File: src/rtl/line_pkg.sv
// Shared types and helpers for the line-endpoint capture path.
`timescale 1ns/1ps
package line_pkg;

  typedef logic [10:0] coord_x_t;
  typedef logic [9:0]  coord_y_t;

  typedef enum logic [2:0] {
    IDLE,
    SAMPLE_P1,
    WAIT_P2,
    SAMPLE_P2,
    CHECK,
    PLACE
  } capture_state_t;

  localparam int AVG_FRAMES_DEF = 4;
  localparam int AVG_SHIFT      = $clog2(AVG_FRAMES_DEF);

  function automatic int avg_shift(input int frames);
    return $clog2(frames);
  endfunction

endpackage

File: src/rtl/point_averager.sv
// Accumulates AVG_FRAMES centroid samples and presents their truncated mean.
`timescale 1ns/1ps
module point_averager
  import line_pkg::*;
#(
  parameter int AVG_FRAMES = AVG_FRAMES_DEF
) (
  input  logic     clk_in,
  input  logic     rst_in,
  input  logic     clear_in,
  input  logic     sample_in,
  input  coord_x_t x_in,
  input  coord_y_t y_in,
  output logic     done_out,
  output coord_x_t avg_x_out,
  output coord_y_t avg_y_out
);

  localparam int         SHIFT = avg_shift(AVG_FRAMES);
  localparam logic [4:0] LAST  = 5'(AVG_FRAMES - 1);

  logic [14:0] acc_x_q, acc_x_d;
  logic [13:0] acc_y_q, acc_y_d;
  logic [4:0]  count_q, count_d;
  logic        done_q, done_d;

  // Samples beyond the last one are ignored until the next clear.
  always_comb begin
    acc_x_d = acc_x_q;
    acc_y_d = acc_y_q;
    count_d = count_q;
    done_d  = 1'b0;
    if (clear_in) begin
      acc_x_d = '0;
      acc_y_d = '0;
      count_d = '0;
    end else if (sample_in && (count_q <= LAST)) begin
      acc_x_d = acc_x_q + 15'(x_in);
      acc_y_d = acc_y_q + 14'(y_in);
      count_d = count_q + 5'd1;
      done_d  = (count_q == LAST);
    end
  end

  always_ff @(posedge clk_in) begin
    if (rst_in) begin
      acc_x_q <= '0;
      acc_y_q <= '0;
      count_q <= '0;
      done_q  <= 1'b0;
    end else begin
      acc_x_q <= acc_x_d;
      acc_y_q <= acc_y_d;
      count_q <= count_d;
      done_q  <= done_d;
    end
  end

  assign done_out  = done_q;
  assign avg_x_out = acc_x_q[SHIFT +: 11];
  assign avg_y_out = acc_y_q[SHIFT +: 10];

endmodule

File: src/rtl/line_endpoint_capture.sv
// Turns averaged marker centroids plus button presses into a committed line segment.
// Optional endpoint snapping is enabled with the LINE_SNAP_EN macro.
`timescale 1ns/1ps
module line_endpoint_capture
  import line_pkg::*;
#(
  parameter int AVG_FRAMES = 4,
  parameter int MIN_LEN    = 8,
  parameter int SNAP_TOL   = 6
) (
  input  logic        clk_in,
  input  logic        rst_in,
  input  logic [10:0] centroid_x_in,
  input  logic [9:0]  centroid_y_in,
  input  logic        centroid_valid_in,
  input  logic        button_in,
  input  logic        cancel_in,
  output logic [10:0] x_out_1,
  output logic [9:0]  y_out_1,
  output logic [10:0] x_out_2,
  output logic [9:0]  y_out_2,
  output logic        preview_out,
  output logic        place_obj,
  output logic        reject_out,
  output logic        busy_out
);

  capture_state_t state_q, state_d;
  coord_x_t x1_q, x1_d, x2_q, x2_d, avg_x;
  coord_y_t y1_q, y1_d, y2_q, y2_d, avg_y;
  logic button_q, button_d, armed_q, armed_d;
  logic preview_q, preview_d, place_q, place_d, reject_q, reject_d, busy_q, busy_d;
  logic rise, avg_clear, avg_sample, avg_done;
  logic [11:0] adx, ady;
  logic [12:0] len;

  point_averager #(.AVG_FRAMES(AVG_FRAMES)) u_avg (
    .clk_in    (clk_in),
    .rst_in    (rst_in),
    .clear_in  (avg_clear),
    .sample_in (avg_sample),
    .x_in      (centroid_x_in),
    .y_in      (centroid_y_in),
    .done_out  (avg_done),
    .avg_x_out (avg_x),
    .avg_y_out (avg_y)
  );

  // A button already held through reset must be seen low once before it can act.
  assign rise = button_in & ~button_q & armed_q;

  always_comb begin
    state_d    = state_q;
    x1_d       = x1_q;
    y1_d       = y1_q;
    x2_d       = x2_q;
    y2_d       = y2_q;
    button_d   = button_in;
    armed_d    = armed_q | ~button_in;
    place_d    = 1'b0;
    reject_d   = 1'b0;
    avg_clear  = 1'b0;
    avg_sample = 1'b0;
    adx = (x2_q >= x1_q) ? 12'(x2_q - x1_q) : 12'(x1_q - x2_q);
    ady = (y2_q >= y1_q) ? 12'(y2_q - y1_q) : 12'(y1_q - y2_q);
    len = 13'(adx) + 13'(ady);
    if ((state_q != IDLE) && cancel_in) begin
      state_d = IDLE;
    end else begin
      case (state_q)
        IDLE: if (rise) begin
          state_d   = SAMPLE_P1;
          avg_clear = 1'b1;
        end
        SAMPLE_P1: begin
          avg_sample = centroid_valid_in;
          if (avg_done) begin
            x1_d    = avg_x;
            y1_d    = avg_y;
            state_d = WAIT_P2;
          end
        end
        WAIT_P2: begin
          if (centroid_valid_in) begin
            x2_d = centroid_x_in;
            y2_d = centroid_y_in;
          end
          if (rise) begin
            state_d   = SAMPLE_P2;
            avg_clear = 1'b1;
          end
        end
        SAMPLE_P2: begin
          avg_sample = centroid_valid_in;
          if (avg_done) begin
            x2_d    = avg_x;
            y2_d    = avg_y;
            state_d = CHECK;
          end
        end
        CHECK: begin
`ifdef LINE_SNAP_EN
          // A snapped axis contributes nothing to the length test.
          if (ady <= 12'(SNAP_TOL)) begin
            y2_d = y1_q;
            len  = 13'(adx);
          end else if (adx <= 12'(SNAP_TOL)) begin
            x2_d = x1_q;
            len  = 13'(ady);
          end
`endif
          if (len < 13'(MIN_LEN)) begin
            reject_d = 1'b1;
            state_d  = IDLE;
          end else begin
            place_d = 1'b1;
            state_d = PLACE;
          end
        end
        PLACE:   state_d = IDLE;
        default: state_d = IDLE;
      endcase
    end
    preview_d = (state_d == WAIT_P2) || (state_d == SAMPLE_P2);
    busy_d    = (state_d != IDLE);
  end

`ifndef LINE_SNAP_EN
  logic unused_snap_tol;
  assign unused_snap_tol = ^12'(SNAP_TOL);
`endif

  always_ff @(posedge clk_in) begin
    if (rst_in) begin
      state_q   <= IDLE;
      x1_q      <= '0;
      y1_q      <= '0;
      x2_q      <= '0;
      y2_q      <= '0;
      button_q  <= 1'b0;
      armed_q   <= 1'b0;
      preview_q <= 1'b0;
      place_q   <= 1'b0;
      reject_q  <= 1'b0;
      busy_q    <= 1'b0;
    end else begin
      state_q   <= state_d;
      x1_q      <= x1_d;
      y1_q      <= y1_d;
      x2_q      <= x2_d;
      y2_q      <= y2_d;
      button_q  <= button_d;
      armed_q   <= armed_d;
      preview_q <= preview_d;
      place_q   <= place_d;
      reject_q  <= reject_d;
      busy_q    <= busy_d;
    end
  end

  assign x_out_1     = x1_q;
  assign y_out_1     = y1_q;
  assign x_out_2     = x2_q;
  assign y_out_2     = y2_q;
  assign preview_out = preview_q;
  assign place_obj   = place_q;
  assign reject_out  = reject_q;
  assign busy_out    = busy_q;

endmodule
File: config.mk
export PLATFORM = sky130hd
export DESIGN_NAME = line_endpoint_capture
export DESIGN_NICKNAME = d
export VERILOG_FILES = /design/src/rtl/line_pkg.sv /design/src/rtl/point_averager.sv /design/src/rtl/line_endpoint_capture.sv
export SDC_FILE = /design/constraint.sdc
export NUM_CORES = 1
export LEC_CHECK = 0
export BUFFER_PORTS_ARGS = -buffer_cell sky130_fd_sc_hd__buf_2
export CORE_MARGIN = 2
export CORE_UTILIZATION = 60
export CTS_CLUSTER_DIAMETER = 150
export DETAILED_ROUTE_END_ITERATION = 8
export MAX_ROUTING_LAYER = met4
export PLACE_DENSITY = 0.82
export SYNTH_ARGS = -nofsm -noshare
export SYNTH_HDL_FRONTEND = slang
export SYNTH_SLANG_ARGS = --single-unit
File: constraint.sdc
create_clock -name clk_in -period 6.5 [get_ports clk_in]
set_input_delay 0.65 -clock clk_in [delete_from_list [all_inputs] [get_ports clk_in]]
set_output_delay 0.65 -clock clk_in [all_outputs]
set_load 0.1 [all_outputs]
==> results of run 1 <==
[kinds of logic (layout without fill, tap and decap cells)]
group           count (synthesis)  after routing  share of synthesized area
simple gates                  274            274                      0.201
compound gates                214            214                      0.226
buf+inv                       112            159                     0.0721
flops                          82             82                      0.261
fa+ha+maj                      81             81                      0.169
xor+xnor                       30             30                     0.0418
mux                            16             16                     0.0283
[flip-flops by register name (all words and copies together) (netlist names)]
name            count
u_avg.acc_x_q      13
y_out_1            10
u_avg.count_q       5
busy_out            1
u_avg.acc_y_q      12
x_out_1            11
state_q             3
place_obj           1
preview_out         1
reject_out          1
armed_q             1
x_out_2            11
y_out_2            10
u_avg.done_out      1
button_q            1
[metal layers]
metal / GRT usage / routed length [um] / share of wire
met4: 0.0771 / 213 / 0.013
met2: 0.464 / 7520 / 0.47
met1: 0.396 / 7410 / 0.47
met5: - / 0 / 0
met3: 0.0392 / 790 / 0.050
[per-stage QoR]
stage               setup WS [ns]  cell area (um^2)  std cells  hold WS, ns
floorplan                    1.48              6280        809        0.421
global placement             1.74              6640        976        0.436
detailed placement           1.50              6640        976        0.444
CTS                          1.48              6810        992        0.456
global route                0.973              6810        992        0.482
finish                       1.44              6810        992        0.458
[critical path: cells and delay by family (launching register included)]
kind,cells,cell delay (ns)
adders and majority gates,2,0.58
buffers and inverters,1,0.12
and+or+nand+nor,2,0.63
DFF,1,0.43
muxes,1,0.32
xor gates and xnor gates,1,0.14
AOI/OAI and AO/OA,10,2.71
[layout by cell type (no fill, tap or decap), types with 4 or more instances in the layout]
cell type / count
nor3_1: 14
or4_1: 4
nor4_1: 5
ha_1: 75
o31ai_1: 4
dfxtp_1: 82
xnor2_1: 20
a21o_1: 22
mux2i_1: 7
mux2_2: 7
clkbuf_8: 10
nand3b_1: 5
a211oi_1: 9
buf_2: 71
a21boi_0: 4
xor2_1: 10
and2_1: 6
nand3_1: 35
inv_1: 68
o21a_1: 5
a31oi_1: 6
nor2_1: 53
o21ai_0: 30
nand4_1: 9
a311oi_1: 21
nand2_1: 113
nor2b_1: 12
a21oi_1: 77
fa_1: 6
[path summary, 6_finish.rpt]
| kind | start | endpoint | slack [ns] | cells after the start |
|---|---|---|---|---|
| worst min register to register | armed_q | armed_q | 0.46 | 2 |
| worst max-delay path | y_out_1[1] | busy_out | 1.44 | 17 |
| worst min-delay path | armed_q | armed_q | 0.46 | 2 |
| worst max register to register | y_out_1[1] | busy_out | 1.44 | 17 |
[power groups by stage]
stage	registers [mW]	clock network (mW)	logic, mW
2_1_floorplan	0.522	0	0.0442
3_3_place_gp	0.521	0	0.0640
5_1_grt	0.510	0.354	0.0749
3_5_place_dp	0.521	0	0.0663
6_report	0.509	0.333	0.0674
4_1_cts	0.509	0.335	0.0668
[layout make-up]
type | count | area, um^2
fill | 874 | 3420
sequential | 82 | 1640
clock buffer | 11 | 141
tap | 136 | 170
inverter | 69 | 259
timing repair buffer | 74 | 378
multi-input combinational | 615 | 4190
clock inverter | 5 | 30.0
==> flow_metrics.py, run 1 <==
metrics = {
    "status": {
        "status": "finished clean",
    },
    "setup_path": {
        "crit_path_top_delay_cell": "o21ai_0",
        "crit_chain": "inv_1 -> ha_1 -> nor2b_1 -> o21a_1 -> o21ai_1 -> a21oi_1 -> o21ai_0 -> mux2i_1 -> xnor2_1 -> ha_1 -> o21a_1 -> or4_1 -> a221oi_1 -> o21ai_0 -> a221oi_1 -> a31o_2 -> a21oi_1",
        "worstPathMaxFanout": 11,
        "worstSetupPathType": "reg -> reg",
        "start_kind": "flip-flop",
        "critPathCaptureType": "flip-flop",
        "max_stage_delay_ns": 0.97,
        "worstPathArrival_ns": 5.27,
        "crit_required_ns": 6.70,
    },
    "power": {
        "comb_power_share": 0.074,
        "p_seq_frac": 0.560,
        "switching_share": 0.256,
        "p_int_mw": 0.677,
        "switchingPower_mw": 0.233,
        "p_leak_nw": 2.93,
        "finalPower_mw": 0.910,
        "peakVddDrop_mv": 0.136,
        "power.density_nw_per_um2": 134,
        "pwr-share-clk": 0.366,
    },
    "final_layout": {
        "drive_above_1_share": 0.130,
        "antenna_cells": 0,
        "fin_util": 0.666,
        "layout.nets": 958,
        "area_growth_pct": 8.47,
    },
    "synth": {
        "async_flop_share": 0,
        "ys_warn_count": 0,
        "syn-cell-area_um2": 6280,
        "synthTopCellsByCount": "nand2_1 (113), dfxtp_1 (82), a21oi_1 (77)",
        "synth.area.top_cells": "dfxtp_1 (26%), ha_1 (15%), nand2_1 (6.8%)",
        "synth_cell_types": 65,
        "synth_area_leader_cell": "dfxtp_1",
        "ys_ff_latch": 82,
        "synth_top_flop_cell": "dfxtp_1",
        "syn_inst": 809,
        "yosysSeqAreaShare": 0.261,
        "yosysTopAreaCellShare": 0.261,
        "post-synth-top-count-cell": "nand2_1",
        "synth_nets": 916,
        "synth_edf_count": 0,
        "synth_area_per_cell_um2": 7.76,
    },
    "clock_tree": {
        "cts_buffers": 9,
        "clockBufferDepth": 2,
        "hold_buffers": 0,
        "cts.clk_slew.worst_paths_ns": 0.08,
        "cts_root_buffer": "clkbuf_8",
        "htreeDepth": 3,
        "clock_sink_count": 82,
        "clk_latency_ns": 0.36,
        "cts_tree": "yes",
        "cts_repair_resize_count": 0,
        "postCtsSetupRepairBufs": 0,
    },
    "timing": {
        "worst_slew_pin_slew_ns": 1.20,
        "setup_viol": 0,
        "final.setup.tns_ns": 0,
        "relSlewSlack": 0.189,
        "finalHoldViolations": 0,
        "fmax_mhz": 197,
        "fin_skew_ns": 0.0108,
        "drv_slew": 0,
        "rsz0062_at_grt": "false",
        "min_period_ns": 5.06,
        "fin_crit_sh": 0.779,
    },
    "drt": {
        "routed_wirelength_um": 15900,
        "first_iter_violations": 398,
        "dr.pass1.iters": 5,
        "ant_nets": 0,
        "drc_errors": 0,
        "viasPerCell": 5.87,
        "wire_per_inst_um": 16.1,
        "num_vias": 5821,
    },
    "global_routing": {
        "grt_pass1_wl_um": 26100,
        "grt_use_total": 0.293,
        "first_global_vias": 5389,
        "antenna_found_initial": 0,
        "grt_max_degree": 54,
        "grt-ovfl-total": 0,
    },
    "die": {
        "start_util": 0.614,
        "ios": 72,
        "die_h_um": 106,
        "core_area_um2": 10200,
        "die_x_um": 106,
        "rows": 37,
        "die_area_um2": 11300,
    },
    "place": {
        "io_buffer_count": 71,
        "dp.final_hpwl_um": 12300,
        "gp_congestion": 0.905,
    },
    "hold_path": {
        "hp-class": "reg -> reg",
    },
    "job": {
        "maxCapViolations": 0,
    },
}
No activity file was read; power rests on OpenSTA's default activity.
==> inputs of run 2 (changes only) <==
==> constraint.sdc (replaced) <==
create_clock -name clk_in -period 5.2 [get_ports clk_in]
set_input_delay 0.52 -clock clk_in [delete_from_list [all_inputs] [get_ports clk_in]]
set_output_delay 0.52 -clock clk_in [all_outputs]
set_load 0.1 [all_outputs]
==> flow_metrics.py, run 2 (synthesized netlist as in run 1, its figures left out) <==
metrics = {
    "power": {
        "power.density_nw_per_um2": 172,
        "p_leak_nw": 2.95,
        "peakVddDrop_mv": 0.155,
        "p_seq_frac": 0.541,
        "finalPower_mw": 1.18,
        "switchingPower_mw": 0.295,
        "p_int_mw": 0.881,
        "comb_power_share": 0.072,
        "pwr-share-clk": 0.387,
        "switching_share": 0.251,
    },
    "die": {
        "start_util": 0.614,
        "core_area_um2": 10200,
        "die_area_um2": 11300,
        "ios": 72,
        "rows": 37,
        "die_h_um": 106,
        "die_x_um": 106,
    },
    "timing": {
        "worst_slew_pin_slew_ns": 1.01,
        "relSlewSlack": 0.324,
        "rsz0062_at_grt": "false",
        "min_period_ns": 4.79,
        "drv_slew": 0,
        "fin_skew_ns": 0.00758,
        "finalHoldViolations": 0,
        "final.setup.tns_ns": 0,
        "fin_crit_sh": 0.921,
        "fmax_mhz": 209,
        "setup_viol": 0,
    },
    "hold_path": {
        "hp-class": "in -> reg",
    },
    "final_layout": {
        "layout_commonest_cell": "nand2_1",
        "area_growth_pct": 8.97,
        "largestRegisters": "u_avg.acc_x_q: 13 flops, u_avg.acc_y_q: 12 flops",
        "top_register": "u_avg.acc_x_q",
        "largest_register_ffs": 13,
        "layout.nets": 960,
        "fillerInstances": 889,
        "layout_common_cells": "nand2_1 (113), dfxtp_1 (82), a21oi_1 (77), ha_1 (75), buf_2 (71)",
        "fin_util": 0.669,
        "drive_above_1_share": 0.132,
    },
    "job": {
        "maxCapViolations": 0,
    },
    "setup_path": {
        "r2r_end": "state_q[2]",
        "worstRegToRegCells": 19,
        "r2r_start": "x_out_1[0]",
        "worstPathMaxFanout": 13,
        "crit_start": "x_out_1[0]",
        "start_kind": "flip-flop",
        "worstPathArrival_ns": 4.99,
        "crit_required_ns": 5.41,
        "reg2reg_setup_slack_ns": 0.41,
        "critPathCaptureType": "flip-flop",
        "endpoint": "state_q[2]",
        "worstSetupPathType": "reg -> reg",
    },
    "drt": {
        "routed_wirelength_um": 15900,
        "wire_per_inst_um": 16.0,
        "drc_errors": 0,
        "first_iter_violations": 417,
        "num_vias": 5851,
        "dr.pass1.iters": 5,
        "viasPerCell": 5.88,
        "ant_nets": 0,
    },
    "global_routing": {
        "grt-ovfl-total": 0,
        "antenna_found_initial": 0,
        "first_global_vias": 5401,
        "grt_max_degree": 54,
        "grt_use_total": 0.292,
        "grt_pass1_wl_um": 26100,
    },
    "clock_tree": {
        "hold_buffers": 0,
        "cts_tree": "yes",
        "cts_buffers": 9,
        "clockBufferDepth": 2,
        "clock_sink_count": 82,
        "clk_latency_ns": 0.36,
        "cts.clk_slew.worst_paths_ns": 0.08,
        "cts_repair_resize_count": 0,
        "cts_root_buffer": "clkbuf_8",
        "postCtsSetupRepairBufs": 0,
        "htreeDepth": 3,
    },
    "place": {
        "io_buffer_count": 71,
        "dp.final_hpwl_um": 12300,
        "gp_congestion": 0.914,
    },
    "status": {
        "status": "finished clean",
    },
}
run 2: power groups by stage:
stage	Sequential (mW)	Clock, mW	Combinational (mW)
6_report	0.636	0.455	0.0842
5_1_grt	0.637	0.481	0.0943
4_1_cts	0.636	0.456	0.0835
3_5_place_dp	0.651	0	0.0829
3_3_place_gp	0.651	0	0.0801
2_1_floorplan	0.652	0	0.0553
run 2: worst min-delay path by stage:
stage / from / endpoint / slack, ns / cells past startpoint
after floorplan: u_avg.count_q[3] / u_avg.count_q[3] / 0.42 / 1
after global placement: u_avg.count_q[3] / u_avg.count_q[3] / 0.44 / 1
after detailed placement: armed_q / armed_q / 0.44 / 2
after CTS: button_in / armed_q / 0.34 / 2
after global routing: button_in / armed_q / 0.35 / 2
final: button_in / armed_q / 0.36 / 2
run 2: stage by stage:
stage / setup slack (ns) / cell area (um^2) / instances / hold slack (ns)
3_5_place_dp: 0.445 / 6660 / 978 / 0.442
2_1_floorplan: 0.183 / 6280 / 809 / 0.421
3_3_place_gp: 0.560 / 6660 / 978 / 0.436
6_report: 0.413 / 6840 / 995 / 0.358
5_1_grt: 0.0137 / 6840 / 994 / 0.350
4_1_cts: 0.427 / 6840 / 994 / 0.344
run 2: cell type report:
cell class	instances	area, um^2	area share
inverter	69	259	0.0378
sequential	82	1640	0.240
clock buffer	10	128	0.0187
multi-input combinational	615	4190	0.613
clock inverter	6	57.6	0.00841
timing repair buffer	76	393	0.0574
antenna	1	2.50	0.000366
tap	136	170	0.0249
run 2: routing by layer:
layer	wire, um	GRT usage	vias up	part of all wire
li1	-	-	2944	-
met1	7410	0.389	2714	0.47
met2	7300	0.453	167	0.46
met3	779	0.0460	26	0.049
met4	391	0.0996	0	0.025
met5	0	-	-	0
run 2: worst max-delay path, cell delays in order, from the launching register on:
cell       delay (ns)
dfxtp_1          0.38
ha_1             0.17
inv_1            0.06
fa_1             0.39
nand3_1          0.12
a31oi_2          0.12
o31ai_2          0.27
and2b_4          0.33
mux2_2           0.41
o221ai_2         0.17
o221ai_2         0.13
a2111oi_2        0.38
ha_1             0.34
a21o_1           0.19
a21o_1           0.17
a221oi_1         0.22
o21ai_0          0.12
a221oi_1         0.33
a31o_2           0.26
a21oi_1          0.07
